--- config.mk ---
export PLATFORM = sky130hd
export DESIGN_NAME = sequential_multiplier
export DESIGN_NICKNAME = d
export VERILOG_FILES = /design/src/rtl/seq_mult_pkg.sv /design/src/rtl/seq_mult_datapath.sv /design/src/rtl/sequential_multiplier.sv
export SDC_FILE = /design/constraint.sdc
export NUM_CORES = 1
export LEC_CHECK = 0
export ABC_AREA = 1
export BUFFER_PORTS_ARGS = -buffer_cell sky130_fd_sc_hd__buf_2
export CAP_MARGIN = 20
export CELL_PAD_IN_SITES_DETAIL_PLACEMENT = 0
export CELL_PAD_IN_SITES_GLOBAL_PLACEMENT = 1
export CORE_MARGIN = 4
export CORE_UTILIZATION = 42
export DETAILED_ROUTE_END_ITERATION = 16
export PLACE_DENSITY = 0.78
export SLEW_MARGIN = 10
export SYNTH_ARGS = -nofsm -noshare
export SYNTH_HDL_FRONTEND = slang
export SYNTH_SLANG_ARGS = --single-unit
--- constraint.sdc ---
create_clock -name clock -period 3.3 [get_ports clock]
set_clock_uncertainty 0.1 [all_clocks]
set_input_delay 0.66 -clock clock [delete_from_list [all_inputs] [get_ports clock]]
set_output_delay 0.66 -clock clock [all_outputs]
set_load 0.01 [all_outputs]
--- src/rtl/seq_mult_pkg.sv ---
// Shared definitions for the sequential shift-add multiplier: default width,
// FSM state encoding and the bit-counter width helper.
package seq_mult_pkg;

    localparam int LENGTH_DEFAULT = 8;

    typedef enum logic [1:0] {
        ST_IDLE    = 2'b00,
        ST_COMPUTE = 2'b01,
        ST_DONE    = 2'b10
    } state_e;

    // Wide enough to hold the value LENGTH itself, not just LENGTH-1.
    function automatic int count_width(input int len);
        return $clog2(len) + 1;
    endfunction

endpackage

--- src/rtl/seq_mult_datapath.sv ---
// Datapath of the sequential multiplier: operand magnitude/sign capture,
// shifted-multiplicand register, product accumulator and bit counter.
module seq_mult_datapath
    import seq_mult_pkg::*;
#(
    parameter int LENGTH = LENGTH_DEFAULT,
    parameter int CW     = count_width(LENGTH)
) (
    input  logic                  clock,
    input  logic                  reset,
    input  logic                  load,
    input  logic                  step,
    input  logic [LENGTH-1:0]     multiplier,
    input  logic [LENGTH-1:0]     multiplicand,
    output logic [2*LENGTH-1:0]   acc,
    output logic [2*LENGTH-1:0]   acc_next,
    output logic                  sign,
    output logic [CW-1:0]         count
);

    logic [LENGTH-1:0]   a_mag_q, a_mag_d;
    logic [2*LENGTH-1:0] b_shift_q, b_shift_d;
    logic [2*LENGTH-1:0] acc_q, acc_d;
    logic                sign_q, sign_d;
    logic [CW-1:0]       count_q, count_d;
    logic [LENGTH-1:0]   a_mag_s, b_mag_s;
    logic [2*LENGTH-1:0] addend_s;

    // Next-state logic: capture magnitudes on load, one shift-add step per cycle otherwise.
    always_comb begin
        // Negating the most negative value wraps to itself, which read unsigned is 2^(LENGTH-1).
        a_mag_s   = multiplier[LENGTH-1]   ? (-multiplier)   : multiplier;
        b_mag_s   = multiplicand[LENGTH-1] ? (-multiplicand) : multiplicand;
        addend_s  = a_mag_q[0] ? b_shift_q : {(2*LENGTH){1'b0}};
        a_mag_d   = a_mag_q;
        b_shift_d = b_shift_q;
        acc_d     = acc_q;
        sign_d    = sign_q;
        count_d   = count_q;
        if (load) begin
            a_mag_d   = a_mag_s;
            b_shift_d = {{LENGTH{1'b0}}, b_mag_s};
            acc_d     = {(2*LENGTH){1'b0}};
            sign_d    = multiplier[LENGTH-1] ^ multiplicand[LENGTH-1];
            count_d   = {CW{1'b0}};
        end else if (step) begin
            a_mag_d   = {1'b0, a_mag_q[LENGTH-1:1]};
            b_shift_d = {b_shift_q[2*LENGTH-2:0], 1'b0};
            acc_d     = acc_q + addend_s;
            count_d   = count_q + CW'(1);
        end else begin
            a_mag_d   = a_mag_q;
            b_shift_d = b_shift_q;
            acc_d     = acc_q;
            sign_d    = sign_q;
            count_d   = count_q;
        end
    end

    // Datapath state registers.
    always_ff @(posedge clock or posedge reset) begin
        if (reset) begin
            a_mag_q   <= {LENGTH{1'b0}};
            b_shift_q <= {(2*LENGTH){1'b0}};
            acc_q     <= {(2*LENGTH){1'b0}};
            sign_q    <= 1'b0;
            count_q   <= {CW{1'b0}};
        end else begin
            a_mag_q   <= a_mag_d;
            b_shift_q <= b_shift_d;
            acc_q     <= acc_d;
            sign_q    <= sign_d;
            count_q   <= count_d;
        end
    end

    assign acc      = acc_q;
    assign acc_next = acc_d;
    assign sign     = sign_q;
    assign count    = count_q;

endmodule

--- src/rtl/sequential_multiplier.sv ---
// Signed sequential multiplier: returns |A*B| plus a sign flag after LENGTH
// shift-add cycles. Holds the control FSM and the registered status flags.
module sequential_multiplier
    import seq_mult_pkg::*;
#(
    parameter int LENGTH = LENGTH_DEFAULT
) (
    input  logic                clock,
    input  logic                reset,
    input  logic                start,
    input  logic [LENGTH-1:0]   multiplier,
    input  logic [LENGTH-1:0]   multiplicand,
    output logic [2*LENGTH-1:0] product,
    output logic                Computing,
    output logic                Ready,
    output logic                Negative
);

    localparam int CW = count_width(LENGTH);

    if (LENGTH < 2) begin : g_length_check
        $error("sequential_multiplier: LENGTH must be at least 2");
    end

    state_e              state_q, state_d;
    logic                computing_q, computing_d;
    logic                ready_q, ready_d;
    logic                negative_q, negative_d;
    logic                load_s, step_s, sign_s;
    logic [2*LENGTH-1:0] acc_s, acc_next_s;
    logic [CW-1:0]       count_s;

    seq_mult_datapath #(
        .LENGTH (LENGTH),
        .CW     (CW)
    ) u_datapath (
        .clock        (clock),
        .reset        (reset),
        .load         (load_s),
        .step         (step_s),
        .multiplier   (multiplier),
        .multiplicand (multiplicand),
        .acc          (acc_s),
        .acc_next     (acc_next_s),
        .sign         (sign_s),
        .count        (count_s)
    );

    // Next-state and flag logic; flags are updated together with the state transition.
    always_comb begin
        state_d     = state_q;
        computing_d = computing_q;
        ready_d     = ready_q;
        negative_d  = negative_q;
        load_s      = 1'b0;
        step_s      = 1'b0;
        case (state_q)
            ST_IDLE, ST_DONE: begin
                if (start) begin
                    state_d     = ST_COMPUTE;
                    load_s      = 1'b1;
                    computing_d = 1'b1;
                    ready_d     = 1'b0;
                    negative_d  = 1'b0;
                end else begin
                    state_d     = state_q;
                end
            end
            ST_COMPUTE: begin
                step_s = 1'b1;
                if (count_s == CW'(LENGTH - 1)) begin
                    state_d     = ST_DONE;
                    computing_d = 1'b0;
                    ready_d     = 1'b1;
                    // A zero product is never reported as negative.
                    negative_d  = sign_s & (acc_next_s != {(2*LENGTH){1'b0}});
                end else begin
                    state_d     = ST_COMPUTE;
                end
            end
            default: begin
                state_d     = ST_IDLE;
                computing_d = 1'b0;
                ready_d     = 1'b0;
                negative_d  = 1'b0;
            end
        endcase
    end

    // FSM state and status-flag registers.
    always_ff @(posedge clock or posedge reset) begin
        if (reset) begin
            state_q     <= ST_IDLE;
            computing_q <= 1'b0;
            ready_q     <= 1'b0;
            negative_q  <= 1'b0;
        end else begin
            state_q     <= state_d;
            computing_q <= computing_d;
            ready_q     <= ready_d;
            negative_q  <= negative_d;
        end
    end

    assign product   = acc_s;
    assign Computing = computing_q;
    assign Ready     = ready_q;
    assign Negative  = negative_q;

endmodule

* Word level (Yosys, flattened, before mapping) *
Cells that the tools add are included.

cells by class
  add/sub/neg operators = 4
  equal/unequal tests = 5
  mux-type cells = 25
  bitwise logic cells = 2
  reduce and logical (&&, ||, !) cells = 5

operator list
  operator               count
  $mux W16               5
  $mux W8                4
  $add A16 B16 Y16       1
  $neg A8 Y8             2
  $reduce_bool A16 Y1    1
  $mux W1                8
  $mux W4                2
  $pmux W1 S2            3
  $add A4 B1 Y4 const B  1
  $eq A4 B3 Y1 const B   1
  $mux W2                2
  $ne A2 B2 Y1 const B   2
  $pmux W2 S2            1
  $eq A2 B1 Y1 const B   1
  $eq A2 B2 Y1 const B   1
  $logic_not A2 Y1       1
  $reduce_and A2 Y1      1
  $reduce_bool A2 Y1     1
  $reduce_or A2 Y1       1
  $and A1 B1 Y1          1
  $xor A1 B1 Y1          1

storage, ports and cells
  register bits after elaboration = 50
  input port bits = 19
  output and inout bits = 19
  word-level logic and storage cells = 50

* Longest topological paths before layout *
Gate-level depths: netlist of run 1.

  depth after elaboration = 8
  gate-level depth with buffers = 21
  gate-level depth less buffers = 19

* By module *
A second synthesis of run 1 with hierarchy kept.

second synthesis, totals
  cell total of the unflattened synthesis = 499
  area, all modules = 3447.1 µm²

by module, submodules not included
  module                 times used  cells an instance  area each (µm²)
  seq_mult_datapath      1           452                3144.3
  sequential_multiplier  1           47                 302.8

* Worst setup path before layout of run 1 *
OpenSTA, ideal clock, no wires.

  kind = reg-to-reg
  from = register u_datapath.a_mag_q[0]
  to = register negative_q, in the netlist Negative
  library setup time = 116 ps
  arrival = 2353 ps
  data required time = 3084 ps
  slack = 731 ps
  stages on the path, launching flop included = 22
  buffers on the path = 2
  clock period less this slack = 2569 ps
  cells stage by stage = dfrtp_1 -> clkbuf_1 -> clkbuf_1 -> nand2_1 -> inv_1 -> ha_1 -> inv_1 -> fa_1 -> inv_1 -> nand3_1 -> nand2_1 -> nand2_1 -> nand2_1 -> nand2_1 -> nand2_1 -> nand2_1 -> nor2_1 -> nand2_1 -> nor2_1 -> nand3_1 -> nand2_1 -> nand2_1

between the ends
  word-level cells in the longest chain between the ends = 8

RTL lines
  item                      line                          RTL
  start: declaration        seq_mult_datapath.sv:21       logic [LENGTH-1:0] a_mag_q, a_mag_d;
  start signal: assignment  seq_mult_datapath.sv:63       a_mag_q <= {LENGTH{1'b0}};
  start signal: assignment  seq_mult_datapath.sv:69       a_mag_q <= a_mag_d;
  $mux W16                  seq_mult_datapath.sv:34       addend_s = a_mag_q[0] ? b_shift_q : {(2*LENGTH){1'b0}};
  $add A16 B16 Y16          seq_mult_datapath.sv:49       acc_d = acc_q + addend_s;
  $mux W16                  seq_mult_datapath.sv:46       end else if (step) begin
  $mux W16                  seq_mult_datapath.sv:40       if (load) begin
  $reduce_bool A16 Y1       sequential_multiplier.sv:76   negative_d = sign_s & (acc_next_s != {(2*LENGTH){1'b0}});
  $and A1 B1 Y1             sequential_multiplier.sv:76
  $mux W1                   sequential_multiplier.sv:71   if (count_s == CW'(LENGTH - 1)) begin
  $pmux W1 S2               sequential_multiplier.sv:57   case (state_q)
  end signal: assignment    sequential_multiplier.sv:101  negative_q <= negative_d;
  end: declaration          sequential_multiplier.sv:28   logic negative_q, negative_d;

Every way passes these cells. The select of a mux whose other input is x is not followed.
A chain may end at the register's enable or synchronous reset.

* Worst setup path in the final report of run 1 *
Ends and elaborated chain as after synthesis.

==> run_summary.xml, run 1 <==
<?xml version="1.0" encoding="UTF-8"?>
<metrics>
  <group name="sta">
    <metric name="timing_hold_violations_final" unit="">0</metric>
    <metric name="totalNegativeSetupSlack" unit="ns">0</metric>
    <metric name="finalCriticalPeriod" unit="ns">2.73</metric>
    <metric name="timing.slew.headroom" unit="">0.531</metric>
    <metric name="min_period_over_period" unit="">0.827</metric>
    <metric name="timing.final.max_slew_violations" unit="">0</metric>
    <metric name="grt_setup_unrepaired" unit="">false</metric>
    <metric name="worst_slew_pin_slew" unit="ns">0.703</metric>
    <metric name="report.final.setup_viol" unit="">0</metric>
    <metric name="fmax" unit="MHz">366</metric>
    <metric name="setup_slack" unit="ns">0.571</metric>
  </group>
  <group name="cts">
    <metric name="clock_tree_from_tritoncts" unit="">yes</metric>
    <metric name="cts_made_buffers" unit="">5</metric>
    <metric name="worst_skew_pair.late_latency" unit="ns">0.32</metric>
    <metric name="cts_root_buffer" unit="">sky130_fd_sc_hd__clkbuf_8</metric>
    <metric name="post_cts.resized_instances" unit="">0</metric>
    <metric name="postCtsSetupRepairBufs" unit="">0</metric>
    <metric name="holdBufCountCts" unit="">0</metric>
    <metric name="clkSinkCount" unit="">50</metric>
    <metric name="path_clk_slew" unit="ns">0.11</metric>
    <metric name="cts_max_level" unit="">2</metric>
    <metric name="cts.path.max_buffers" unit="">2</metric>
  </group>
  <group name="worst_setup_path">
    <metric name="critical_path_peak_fanout" unit="">17</metric>
    <metric name="rr_startpoint" unit="">u_datapath.a_mag_q[0]</metric>
    <metric name="critical_path.slowest_cell" unit="">sky130_fd_sc_hd__dfrtp_1</metric>
    <metric name="worst_path_most_repeated_cell" unit="">sky130_fd_sc_hd__nand2_1</metric>
    <metric name="r2r_setup_slack" unit="ns">0.57</metric>
    <metric name="critical_path.top_delay_family" unit="">simple AND/OR/NAND/NOR gates</metric>
    <metric name="r2r-end" unit="">Negative</metric>
    <metric name="timing.critical_path.required" unit="ns">3.42</metric>
    <metric name="critical_path_arrival" unit="ns">2.85</metric>
    <metric name="r2r_cells" unit="">17</metric>
    <metric name="critical_path.endpoint_type" unit="">flop</metric>
    <metric name="timing.critical_path.slowest_cell_delay" unit="ns">0.67</metric>
    <metric name="critical_path.startpoint_type" unit="">flop</metric>
    <metric name="worstSetupPathType" unit="">reg -&gt; reg</metric>
    <metric name="cp_cell_sequence" unit="">nand2_1 &gt; inv_1 &gt; ha_1 &gt; inv_1 &gt; fa_1 &gt; inv_1 &gt; nand2_1 &gt; nand3_1 &gt; nand2_1 &gt; nand3_1 &gt; nand3_1 &gt; nand2_1 &gt; nand2_1 &gt; nor2_1 &gt; nand3_1 &gt; nand2_1 &gt; nand2_1</metric>
    <metric name="worst-path-stages" unit="">17</metric>
    <metric name="sum_of_buffers_and_inverters_on_the_critical_path" unit="">3</metric>
  </group>
  <group name="synthesis">
    <metric name="synthesis.instances" unit="">543</metric>
    <metric name="synthDistinctLibCells" unit="">32</metric>
    <metric name="synthTopCellsByArea" unit="">sky130_fd_sc_hd__dfrtp_1, sky130_fd_sc_hd__nand2_1, sky130_fd_sc_hd__inv_1, sky130_fd_sc_hd__ha_1, sky130_fd_sc_hd__nor2_1</metric>
    <metric name="synth_top_cell_by_area" unit="">sky130_fd_sc_hd__dfrtp_1</metric>
    <metric name="synth_top_cell_area_share" unit="">0.352</metric>
    <metric name="netlist_area" unit="um^2">3560</metric>
    <metric name="synth.yosys.warnings" unit="">0</metric>
    <metric name="mappedNetlistNets" unit="">581</metric>
    <metric name="ys_seq_elements" unit="">50</metric>
    <metric name="synth_sequential_area_ratio" unit="">0.352</metric>
    <metric name="synth_area_per_cell" unit="um^2">6.55</metric>
  </group>
  <group name="final_layout">
    <metric name="n_fill_cell" unit="">895</metric>
    <metric name="postLayoutCoreUtil" unit="">0.478</metric>
    <metric name="mostFrequentLayoutCells" unit="">sky130_fd_sc_hd__nand2_1, sky130_fd_sc_hd__inv_1, sky130_fd_sc_hd__dfrtp_1, sky130_fd_sc_hd__nor2_1, sky130_fd_sc_hd__buf_2</metric>
    <metric name="final_common_cell" unit="">sky130_fd_sc_hd__nand2_1</metric>
    <metric name="drive_above_1_share" unit="">0.102</metric>
    <metric name="antenna_cells" unit="">0</metric>
    <metric name="design.final.nets" unit="">614</metric>
    <metric name="syn2layout_area_growth" unit="%">10.5</metric>
  </group>
  <group name="drt">
    <metric name="post_drt_via_cell_ratio" unit="">4.72</metric>
    <metric name="vias" unit="">3219</metric>
    <metric name="drt_first_pass_iters" unit="">4</metric>
    <metric name="initialDrtViolationCount" unit="">105</metric>
    <metric name="drtAntennaViolNets" unit="">0</metric>
    <metric name="drc" unit="">0</metric>
    <metric name="average_detailed_routed_wire_length_per_instance" unit="um">12.9</metric>
    <metric name="routed_wirelength" unit="um">8780</metric>
  </group>
  <group name="floorplanning">
    <metric name="die-width" unit="um">100</metric>
    <metric name="io_pins" unit="">38</metric>
    <metric name="fp.dieH" unit="um">100</metric>
    <metric name="std_cell_rows" unit="">33</metric>
    <metric name="core_area" unit="um^2">8220</metric>
    <metric name="start_util" unit="">0.433</metric>
    <metric name="die-area" unit="um^2">10000</metric>
  </group>
  <group name="grt">
    <metric name="grt_antenna_before_repair" unit="">0</metric>
    <metric name="globalRoute.totalOverflow" unit="">0</metric>
    <metric name="vias_in_the_first_global_route" unit="">3110</metric>
    <metric name="track_usage" unit="">0.184</metric>
    <metric name="grt_first_pass_wirelength" unit="um">14800</metric>
    <metric name="grt_start_max_net_pins" unit="">38</metric>
  </group>
  <group name="placement">
    <metric name="hpwlAfterDp" unit="um">6780</metric>
    <metric name="globalplace.congestion" unit="">0.852</metric>
    <metric name="place_worst_setup_slack" unit="ns">0.555</metric>
    <metric name="number_of_buffers_inserted_by_port_buffering" unit="">37</metric>
  </group>
  <group name="hold_path">
    <metric name="min_path_type" unit="">in -&gt; async</metric>
  </group>
  <group name="power_and_ir_drop">
    <metric name="worst_ir_drop_vdd" unit="V">0.000507</metric>
    <metric name="power_density" unit="nW/um^2">968</metric>
    <metric name="p_leak" unit="nW">2.33</metric>
  </group>
  <group name="outcome">
    <metric name="status" unit="">completed</metric>
  </group>
  <group name="job">
    <metric name="max_cap_violations" unit="">0</metric>
  </group>
</metrics>
## routing by layer
metal / track usage / part of all wire
met2: 0.309 / 0.46
met3: 0.0250 / 0.026
met1: 0.255 / 0.50
met5: 0 / 0
met4: 0.0373 / 0.0079
## cells by family after synthesis
kind of cell	after synthesis	synth area share
and+or+nand+nor	274	0.315
buffers and inverters	129	0.140
AOI/OAI and AO/OA	59	0.0947
DFF	50	0.352
adders and majority gates	19	0.0690
xor gates and xnor gates	12	0.0296
## state kept, by name, indices dropped and copies added (netlist names)
name and count:
Computing 1, Negative 1, Ready 1, state_q 2, u_datapath.a_mag_q 8, u_datapath.acc 16, u_datapath.b_shift_q 16, u_datapath.count 4
u_datapath.sign 1
## area by class of cell
| class | count | area [um^2] | area share |
|---|---|---|---|
| inverters | 114 | 428 | 0.109 |
| repair buffers | 41 | 215 | 0.0548 |
| multi-input cells | 364 | 1810 | 0.460 |
| flip-flops and latches | 50 | 1250 | 0.318 |
| well taps | 105 | 131 | 0.0334 |
| clock inverters | 3 | 27.5 | 0.00700 |
| clock buffers | 5 | 68.8 | 0.0175 |
## power by group
part	switching (mW)	leakage (nW)	internal (mW)	total, mW
logic	1.49	1.65	0.810	2.30
clock network	0.245	0.0467	0.158	0.403
registers	0.209	0.628	0.891	1.10
## through the flow
stage | power, mW | cells | hold slack, ns | instance area, um^2
global route | 4.23 | 682 | 0.176 | 3930
detailed placement | 3.44 | 674 | 0.365 | 3830
finish | 3.81 | 682 | 0.167 | 3930
global placement | 3.41 | 674 | 0.356 | 3830
CTS | 3.85 | 682 | 0.175 | 3930
floorplan | 2.82 | 543 | 0.347 | 3560
## cells in the mapped netlist (all sizes together)
cell and count:
o221ai 3, nand3b 2, o41ai 1, buf 6
o21ai 25, fa 1, o22ai 7, a31oi 3
xor2 7, or2 1, dfrtp 50, a32o 1
and2 3, a22o 1, nand4 5, nand3 25
o31ai 2, clkbuf 9, nor3 5, inv 114
a21oi 16, nand2 192, nor4 1, ha 18
xnor2 5, nor2 40
## how the worst max path moves through the flow
stage / start / end
5_1_grt: u_datapath.a_mag_q[0] / Negative
3_5_place_dp: u_datapath.a_mag_q[0] / Negative
3_3_place_gp: u_datapath.a_mag_q[0] / Negative
4_1_cts: u_datapath.a_mag_q[0] / Negative
2_1_floorplan: u_datapath.a_mag_q[0] / Negative
6_report: u_datapath.a_mag_q[0] / Negative
## worst register-to-register path: stages, from the launching register on
cell                      delay [ns]
sky130_fd_sc_hd__dfrtp_1        0.67
sky130_fd_sc_hd__nand2_1        0.09
sky130_fd_sc_hd__inv_1          0.07
sky130_fd_sc_hd__ha_1           0.16
sky130_fd_sc_hd__inv_1          0.06
sky130_fd_sc_hd__fa_1           0.39
sky130_fd_sc_hd__inv_1          0.10
sky130_fd_sc_hd__nand2_1        0.06
sky130_fd_sc_hd__nand3_1        0.16
sky130_fd_sc_hd__nand2_1        0.11
sky130_fd_sc_hd__nand3_1        0.10
sky130_fd_sc_hd__nand3_1        0.09
sky130_fd_sc_hd__nand2_1        0.11
sky130_fd_sc_hd__nand2_1        0.06
sky130_fd_sc_hd__nor2_1         0.12
sky130_fd_sc_hd__nand3_1        0.09
sky130_fd_sc_hd__nand2_1        0.06
sky130_fd_sc_hd__nand2_1        0.04
No activity file was read; power rests on OpenSTA's default activity.
==> run 2: changes to the inputs <==
--- a/config.mk
+++ b/config.mk
@@ -11,9 +11,9 @@
 export CELL_PAD_IN_SITES_DETAIL_PLACEMENT = 0
 export CELL_PAD_IN_SITES_GLOBAL_PLACEMENT = 1
 export CORE_MARGIN = 4
-export CORE_UTILIZATION = 42
+export CORE_UTILIZATION = 38
 export DETAILED_ROUTE_END_ITERATION = 16
-export PLACE_DENSITY = 0.78
+export PLACE_DENSITY = 0.75
 export SLEW_MARGIN = 10
 export SYNTH_ARGS = -nofsm -noshare
 export SYNTH_HDL_FRONTEND = slang
==> constraint.sdc (replaced) <==
create_clock -name clock -period 2.35 [get_ports clock]
set_clock_uncertainty 0.1 [all_clocks]
set_input_delay 0.47 -clock clock [delete_from_list [all_inputs] [get_ports clock]]
set_output_delay 0.47 -clock clock [all_outputs]
set_load 0.01 [all_outputs]
==> run 2 against run 1 <==
  * Non-clock buffer count rose by 32
  * Sequential power rose by 44%
  * Wire length rose by 2.5%
  * Combinational power rose by 86%
  * Worst hold slack improved by 0.049 ns
  * Sequential cell count did not move
  * Utilization rose by 0.81 points
  * Sequential share of layout area fell by 3.7 points
  * Critical path depth fell by 1
  * Clock-buffer cell count did not move
==> run_summary.xml, run 2 (synthesis results as in run 1) <==
<?xml version="1.0" encoding="UTF-8"?>
<metrics>
  <group name="outcome">
    <metric name="status" unit="">completed</metric>
  </group>
  <group name="worst_setup_path">
    <metric name="r2r-end" unit="">Negative</metric>
    <metric name="rr_startpoint" unit="">u_datapath.a_mag_q[0]</metric>
    <metric name="critical_path.endpoint_type" unit="">flop</metric>
    <metric name="worstSetupPathType" unit="">reg -&gt; reg</metric>
    <metric name="critical_path.startpoint_type" unit="">flop</metric>
    <metric name="critical_path_peak_fanout" unit="">5</metric>
    <metric name="r2r_cells" unit="">16</metric>
    <metric name="critPathLaunch" unit="">u_datapath.a_mag_q[0]</metric>
    <metric name="timing.critical_path.required" unit="ns">2.46</metric>
    <metric name="r2r_setup_slack" unit="ns">0.03</metric>
    <metric name="critical_path_arrival" unit="ns">2.43</metric>
  </group>
  <group name="final_layout">
    <metric name="finish.instance_area" unit="um^2">4450</metric>
    <metric name="syn2layout_area_growth" unit="%">25.2</metric>
    <metric name="instances_no_fill" unit="">720</metric>
    <metric name="antenna_cells" unit="">0</metric>
    <metric name="mostFrequentLayoutCells" unit="">sky130_fd_sc_hd__nand2_1, sky130_fd_sc_hd__inv_1, sky130_fd_sc_hd__dfrtp_1, sky130_fd_sc_hd__buf_2, sky130_fd_sc_hd__buf_4</metric>
    <metric name="drive_above_1_share" unit="">0.235</metric>
    <metric name="postLayoutCoreUtil" unit="">0.486</metric>
    <metric name="design.final.nets" unit="">646</metric>
    <metric name="final_common_cell" unit="">sky130_fd_sc_hd__nand2_1</metric>
  </group>
  <group name="drt">
    <metric name="drt_first_pass_iters" unit="">4</metric>
    <metric name="initialDrtViolationCount" unit="">113</metric>
    <metric name="vias" unit="">3367</metric>
    <metric name="detail_route.wirelength.met1" unit="um">4500</metric>
    <metric name="dr.max_layer_used" unit="">met4</metric>
    <metric name="post_drt_via_cell_ratio" unit="">4.68</metric>
    <metric name="drtAntennaViolNets" unit="">0</metric>
    <metric name="average_detailed_routed_wire_length_per_instance" unit="um">12.5</metric>
    <metric name="routed_wirelength" unit="um">8990</metric>
    <metric name="met3_wirelength" unit="um">245</metric>
    <metric name="wl_met2" unit="um">4140</metric>
    <metric name="drc" unit="">0</metric>
  </group>
  <group name="sta">
    <metric name="fin_worst_hold_slack" unit="ns">0.215</metric>
    <metric name="grt_setup_unrepaired" unit="">true</metric>
    <metric name="finalCriticalPeriod" unit="ns">2.32</metric>
    <metric name="min_period_over_period" unit="">0.987</metric>
    <metric name="fmax" unit="MHz">431</metric>
    <metric name="report.final.setup_viol" unit="">0</metric>
    <metric name="timing.final.max_slew_violations" unit="">0</metric>
    <metric name="worst_slew_pin_slew" unit="ns">0.649</metric>
    <metric name="timing_hold_violations_final" unit="">0</metric>
    <metric name="setup_slack" unit="ns">0.0314</metric>
    <metric name="totalNegativeSetupSlack" unit="ns">0</metric>
    <metric name="timing.slew.headroom" unit="">0.568</metric>
  </group>
  <group name="cts">
    <metric name="holdBufCountCts" unit="">0</metric>
    <metric name="cts_made_buffers" unit="">5</metric>
    <metric name="cts.path.max_buffers" unit="">2</metric>
    <metric name="path_clk_slew" unit="ns">0.10</metric>
    <metric name="cts_root_buffer" unit="">sky130_fd_sc_hd__clkbuf_8</metric>
    <metric name="worst_skew_pair.late_latency" unit="ns">0.31</metric>
    <metric name="clock_tree_from_tritoncts" unit="">yes</metric>
    <metric name="clkSinkCount" unit="">50</metric>
    <metric name="cts_max_level" unit="">2</metric>
  </group>
  <group name="grt">
    <metric name="track_usage" unit="">0.168</metric>
    <metric name="grt_first_pass_wirelength" unit="um">15300</metric>
    <metric name="vias_in_the_first_global_route" unit="">3283</metric>
    <metric name="globalRoute.totalOverflow" unit="">0</metric>
    <metric name="grt_antenna_before_repair" unit="">0</metric>
    <metric name="grt_start_max_net_pins" unit="">51</metric>
  </group>
  <group name="floorplanning">
    <metric name="std_cell_rows" unit="">35</metric>
    <metric name="die-width" unit="um">105</metric>
    <metric name="die-area" unit="um^2">11000</metric>
    <metric name="fp.dieH" unit="um">105</metric>
    <metric name="start_util" unit="">0.389</metric>
    <metric name="core_area" unit="um^2">9150</metric>
    <metric name="io_pins" unit="">38</metric>
  </group>
  <group name="placement">
    <metric name="placed_area" unit="um^2">4050</metric>
    <metric name="number_of_buffers_inserted_by_port_buffering" unit="">37</metric>
    <metric name="place_worst_setup_slack" unit="ns">-0.272</metric>
    <metric name="hpwlAfterDp" unit="um">6960</metric>
    <metric name="post-place-cells" unit="">708</metric>
    <metric name="globalplace.congestion" unit="">0.884</metric>
  </group>
  <group name="hold_path">
    <metric name="min_path_type" unit="">in -&gt; async</metric>
  </group>
  <group name="power_and_ir_drop">
    <metric name="power_density" unit="nW/um^2">1430</metric>
    <metric name="worst_ir_drop_vdd" unit="V">0.000573</metric>
    <metric name="p_leak" unit="nW">2.49</metric>
    <metric name="fin_total_pwr" unit="mW">6.38</metric>
  </group>
  <group name="job">
    <metric name="max_cap_violations" unit="">0</metric>
  </group>
</metrics>
-- run 2: worst max-delay path by stage --
stage / slack (ns) / endpoint / cells past startpoint
after floorplan: 0.0002 / Negative / 21
after global placement: -0.23 / Negative / 19
after detailed placement: -0.27 / Negative / 19
after CTS: -0.08 / Negative / 15
after global routing: -0.19 / Negative / 17
final: 0.03 / Negative / 16
-- run 2: worst max-delay path, cell delays in order (launching register included) --
cell                      delay [ns]
sky130_fd_sc_hd__dfrtp_2        0.44
sky130_fd_sc_hd__buf_4          0.16
sky130_fd_sc_hd__nand2_1        0.06
sky130_fd_sc_hd__inv_1          0.07
sky130_fd_sc_hd__ha_4           0.29
sky130_fd_sc_hd__inv_1          0.05
sky130_fd_sc_hd__nand2_1        0.10
sky130_fd_sc_hd__nand3_1        0.11
sky130_fd_sc_hd__nand2_2        0.10
sky130_fd_sc_hd__xnor2_1        0.13
sky130_fd_sc_hd__nand2_1        0.10
sky130_fd_sc_hd__nand2_1        0.10
sky130_fd_sc_hd__nand2_1        0.07
sky130_fd_sc_hd__nor2_2         0.14
sky130_fd_sc_hd__nand3_1        0.10
sky130_fd_sc_hd__nand2_1        0.06
sky130_fd_sc_hd__nand2_1        0.05
-- run 2: final cells by class --
cell class,instances,area (um^2)
flip-flops and latches,50,1250
well taps,111,139
inverters,114,428
multi-input cells,364,2080
fillers,950,4700
clock inverters,3,23.8
repair buffers,73,455
clock buffers,5,68.8
-- run 2: what timing repair did --
item / 4_1_cts / 5_1_grt
setup buffers: 1 / 3
endpoints found under the setup margin: 1 / 6
cloned: 0 / 0
pin swaps: 6 / 11
gates resized for setup: 12 / 48
-- run 2: where the power goes --
| part | switching, mW | total (mW) | internal (mW) |
|---|---|---|---|
| Clock | 0.310 | 0.523 | 0.214 |
| Sequential | 0.328 | 1.58 | 1.25 |
| Combinational | 2.44 | 4.27 | 1.83 |
| Total | 3.08 | 6.38 | 3.30 |
-- run 2: per-layer routing --
layer / vias to the layer above / track usage
li1: 1791 / -
met1: 1528 / 0.231
met2: 40 / 0.282
met3: 8 / 0.0229
met4: 0 / 0.0366
met5: - / 0
==> run 3: changes to the inputs <==
--- a/config.mk
+++ b/config.mk
@@ -10,10 +10,10 @@
 export CAP_MARGIN = 20
 export CELL_PAD_IN_SITES_DETAIL_PLACEMENT = 0
 export CELL_PAD_IN_SITES_GLOBAL_PLACEMENT = 1
-export CORE_MARGIN = 4
-export CORE_UTILIZATION = 38
+export CORE_UTILIZATION = 45
 export DETAILED_ROUTE_END_ITERATION = 16
-export PLACE_DENSITY = 0.75
+export PLACE_DENSITY = 0.83
+export SETUP_SLACK_MARGIN = 0.3
 export SLEW_MARGIN = 10
 export SYNTH_ARGS = -nofsm -noshare
 export SYNTH_HDL_FRONTEND = slang
==> constraint.sdc (replaced) <==
create_clock -name clock -period 2.9 [get_ports clock]
set_clock_uncertainty 0.1 [all_clocks]
set_input_delay 0.58 -clock clock [delete_from_list [all_inputs] [get_ports clock]]
set_output_delay 0.58 -clock clock [all_outputs]
set_load 0.01 [all_outputs]
==> run 3 against run 2 <==
  * Combinational power down 33%
  * Register-to-register slack better by 0.47 ns
  * Highest routed layer unchanged
  * Die area down 25%
  * Global-route usage up 5.4 points
  * Utilization up 4.4 points
  * Wire length down 2.7%
  * Sequential share of layout area up 2.5 points
  * Critical path type unchanged
  * Worst hold slack worse by 0.14 ns
==> run_summary.xml, run 3 (synthesis results as in run 1) <==
<?xml version="1.0" encoding="UTF-8"?>
<metrics>
  <group name="outcome">
    <metric name="status" unit="">completed</metric>
  </group>
  <group name="power_and_ir_drop">
    <metric name="power.share.sequential" unit="">0.277</metric>
    <metric name="power.net_switching" unit="mW">2.29</metric>
    <metric name="power_density" unit="nW/um^2">1110</metric>
    <metric name="power.share.combinational" unit="">0.632</metric>
    <metric name="p_sw_frac" unit="">0.505</metric>
    <metric name="p_leak" unit="nW">2.33</metric>
    <metric name="p_clk_frac" unit="">0.091</metric>
    <metric name="worst_ir_drop_vdd" unit="V">0.000613</metric>
    <metric name="power.internal" unit="mW">2.25</metric>
  </group>
  <group name="cts">
    <metric name="worst_skew_pair.late_latency" unit="ns">0.31</metric>
    <metric name="clkSinkCount" unit="">50</metric>
    <metric name="cts_root_buffer" unit="">sky130_fd_sc_hd__clkbuf_8</metric>
    <metric name="path_clk_slew" unit="ns">0.10</metric>
    <metric name="cts_max_level" unit="">2</metric>
    <metric name="cts.path.max_buffers" unit="">2</metric>
    <metric name="cts_made_buffers" unit="">5</metric>
    <metric name="holdBufCountCts" unit="">0</metric>
    <metric name="clock_tree_from_tritoncts" unit="">yes</metric>
  </group>
  <group name="sta">
    <metric name="timing.slew.headroom" unit="">0.522</metric>
    <metric name="timing.final.max_slew_violations" unit="">0</metric>
    <metric name="report.final.setup_viol" unit="">0</metric>
    <metric name="fmax" unit="MHz">417</metric>
    <metric name="finalCriticalPeriod" unit="ns">2.40</metric>
    <metric name="totalNegativeSetupSlack" unit="ns">0</metric>
    <metric name="timing_hold_violations_final" unit="">0</metric>
    <metric name="grt_setup_unrepaired" unit="">false</metric>
    <metric name="fin_worst_hold_slack" unit="ns">0.0765</metric>
    <metric name="worst_slew_pin_slew" unit="ns">0.715</metric>
    <metric name="min_period_over_period" unit="">0.827</metric>
  </group>
  <group name="grt">
    <metric name="grt_first_pass_wirelength" unit="um">14800</metric>
    <metric name="vias_in_the_first_global_route" unit="">3224</metric>
    <metric name="grt_start_max_net_pins" unit="">29</metric>
    <metric name="grt_antenna_before_repair" unit="">0</metric>
    <metric name="track_usage" unit="">0.222</metric>
    <metric name="globalRoute.totalOverflow" unit="">0</metric>
  </group>
  <group name="worst_setup_path">
    <metric name="critical_path.startpoint_type" unit="">flop</metric>
    <metric name="critical_path.slowest_cell" unit="">sky130_fd_sc_hd__dfrtp_1</metric>
    <metric name="timing.critical_path.slowest_cell_delay" unit="ns">0.42</metric>
    <metric name="rr_startpoint" unit="">u_datapath.a_mag_q[0]</metric>
    <metric name="r2r-end" unit="">Negative</metric>
    <metric name="worstSetupPathType" unit="">reg -&gt; reg</metric>
    <metric name="r2r_cells" unit="">16</metric>
    <metric name="cp_cell_sequence" unit="">buf_4 &gt; nand2_1 &gt; inv_1 &gt; ha_4 &gt; nand2_1 &gt; nor2_2 &gt; and2_1 &gt; nand2_1 &gt; nand3_1 &gt; nand3_1 &gt; nand2_1 &gt; nand2_1 &gt; nor2_1 &gt; nand3_1 &gt; nand2_1 &gt; nand2_1</metric>
    <metric name="critical_path.top_delay_family" unit="">simple AND/OR/NAND/NOR gates</metric>
    <metric name="worst_path_most_repeated_cell" unit="">sky130_fd_sc_hd__nand2_1</metric>
    <metric name="r2r_setup_slack" unit="ns">0.50</metric>
    <metric name="timing.critical_path.required" unit="ns">3.01</metric>
    <metric name="critical_path.endpoint_type" unit="">flop</metric>
    <metric name="sum_of_buffers_and_inverters_on_the_critical_path" unit="">2</metric>
    <metric name="critical_path_arrival" unit="ns">2.51</metric>
    <metric name="critical_path_peak_fanout" unit="">13</metric>
  </group>
  <group name="final_layout">
    <metric name="n_fill_cell" unit="">803</metric>
    <metric name="multi_input_area" unit="um^2">1950</metric>
    <metric name="syn2layout_area_growth" unit="%">14.7</metric>
    <metric name="antenna_cells" unit="">0</metric>
    <metric name="finish.instance_area" unit="um^2">4080</metric>
    <metric name="final_common_cell" unit="">sky130_fd_sc_hd__nand2_1</metric>
    <metric name="drive_above_1_share" unit="">0.147</metric>
    <metric name="regArea" unit="um^2">1250</metric>
    <metric name="mostFrequentLayoutCells" unit="">sky130_fd_sc_hd__nand2_1, sky130_fd_sc_hd__inv_1, sky130_fd_sc_hd__dfrtp_1, sky130_fd_sc_hd__buf_2, sky130_fd_sc_hd__nor2_1</metric>
    <metric name="design.final.nets" unit="">616</metric>
  </group>
  <group name="placement">
    <metric name="globalplace.congestion" unit="">0.898</metric>
    <metric name="hpwlAfterDp" unit="um">6580</metric>
    <metric name="placed_area" unit="um^2">3840</metric>
    <metric name="number_of_buffers_inserted_by_port_buffering" unit="">37</metric>
  </group>
  <group name="drt">
    <metric name="average_detailed_routed_wire_length_per_instance" unit="um">12.8</metric>
    <metric name="post_drt_via_cell_ratio" unit="">4.91</metric>
    <metric name="drc" unit="">0</metric>
    <metric name="vias" unit="">3344</metric>
    <metric name="routed_wirelength" unit="um">8750</metric>
    <metric name="drt_first_pass_iters" unit="">4</metric>
    <metric name="drtAntennaViolNets" unit="">0</metric>
    <metric name="initialDrtViolationCount" unit="">96</metric>
  </group>
  <group name="floorplanning">
    <metric name="core_area" unit="um^2">7690</metric>
    <metric name="die-area" unit="um^2">8260</metric>
    <metric name="die-width" unit="um">90.9</metric>
    <metric name="start_util" unit="">0.463</metric>
    <metric name="io_pins" unit="">38</metric>
    <metric name="std_cell_rows" unit="">32</metric>
    <metric name="fp.dieH" unit="um">90.9</metric>
  </group>
  <group name="hold_path">
    <metric name="min_path_type" unit="">in -&gt; async</metric>
  </group>
  <group name="job">
    <metric name="max_cap_violations" unit="">0</metric>
  </group>
</metrics>
run 3: changes by cell type in the layout (fill, tap and decap cells not counted), moves of 4 or more:
| cell | delta |
|---|---|
| sky130_fd_sc_hd__buf_4 | -30 |
| sky130_fd_sc_hd__nand2_1 | +15 |
| sky130_fd_sc_hd__nand2_2 | -13 |
| sky130_fd_sc_hd__nand3_1 | +4 |
| sky130_fd_sc_hd__nand3_2 | -4 |
run 3: worst max-delay path by stage:
stage | start | end | slack (ns) | cells past startpoint
after global routing | u_datapath.a_mag_q[0] | Negative | 0.30 | 16
after detailed placement | u_datapath.a_mag_q[0] | Negative | 0.36 | 19
after CTS | u_datapath.a_mag_q[0] | Negative | 0.33 | 19
after floorplan | u_datapath.a_mag_q[0] | Negative | 0.33 | 21
final | u_datapath.a_mag_q[0] | Negative | 0.50 | 16
after global placement | u_datapath.a_mag_q[0] | Negative | 0.36 | 19
run 3: what timing repair did:
item	4_1_cts	5_1_grt
resized for setup	0	25
endpoints found under the setup margin	0	1
setup buffers	0	0
run 3: power by group through the flow:
stage / registers (mW) / clock network (mW) / logic [mW]
after global placement: 1.24 / 0 / 2.63
after global routing: 1.30 / 0.453 / 3.28
after CTS: 1.23 / 0.426 / 2.66
after floorplan: 1.24 / 0 / 1.97
final: 1.26 / 0.413 / 2.87
after detailed placement: 1.25 / 0 / 2.65
run 3: cell type report:
| cell class | instances | area share |
|---|---|---|
| multi-input combinational | 364 | 0.479 |
| sequential | 50 | 0.307 |
| inverter | 114 | 0.105 |
| timing repair buffer | 43 | 0.0564 |
| tap | 102 | 0.0313 |
| clock buffer | 5 | 0.0169 |
| clock inverter | 3 | 0.00521 |
run 3: per-stage QoR:
step / setup WS [ns] / total power [mW] / util / cells
detailed placement: 0.364 / 3.89 / 0.500 / 673
floorplan: 0.331 / 3.21 / - / 543
global route: 0.301 / 5.03 / 0.531 / 681
finish: 0.502 / 4.54 / 0.531 / 681
global placement: 0.363 / 3.87 / 0.500 / 673
CTS: 0.333 / 4.32 / 0.512 / 681
run 3: layer usage:
| metal | share of wire | track usage | vias to the layer above |
|---|---|---|---|
| met5 | 0 | 0 | - |
| met4 | 0.017 | 0.0701 | 0 |
| met3 | 0.022 | 0.0286 | 13 |
| met2 | 0.47 | 0.371 | 55 |
| met1 | 0.49 | 0.298 | 1551 |
| li1 | - | - | 1725 |
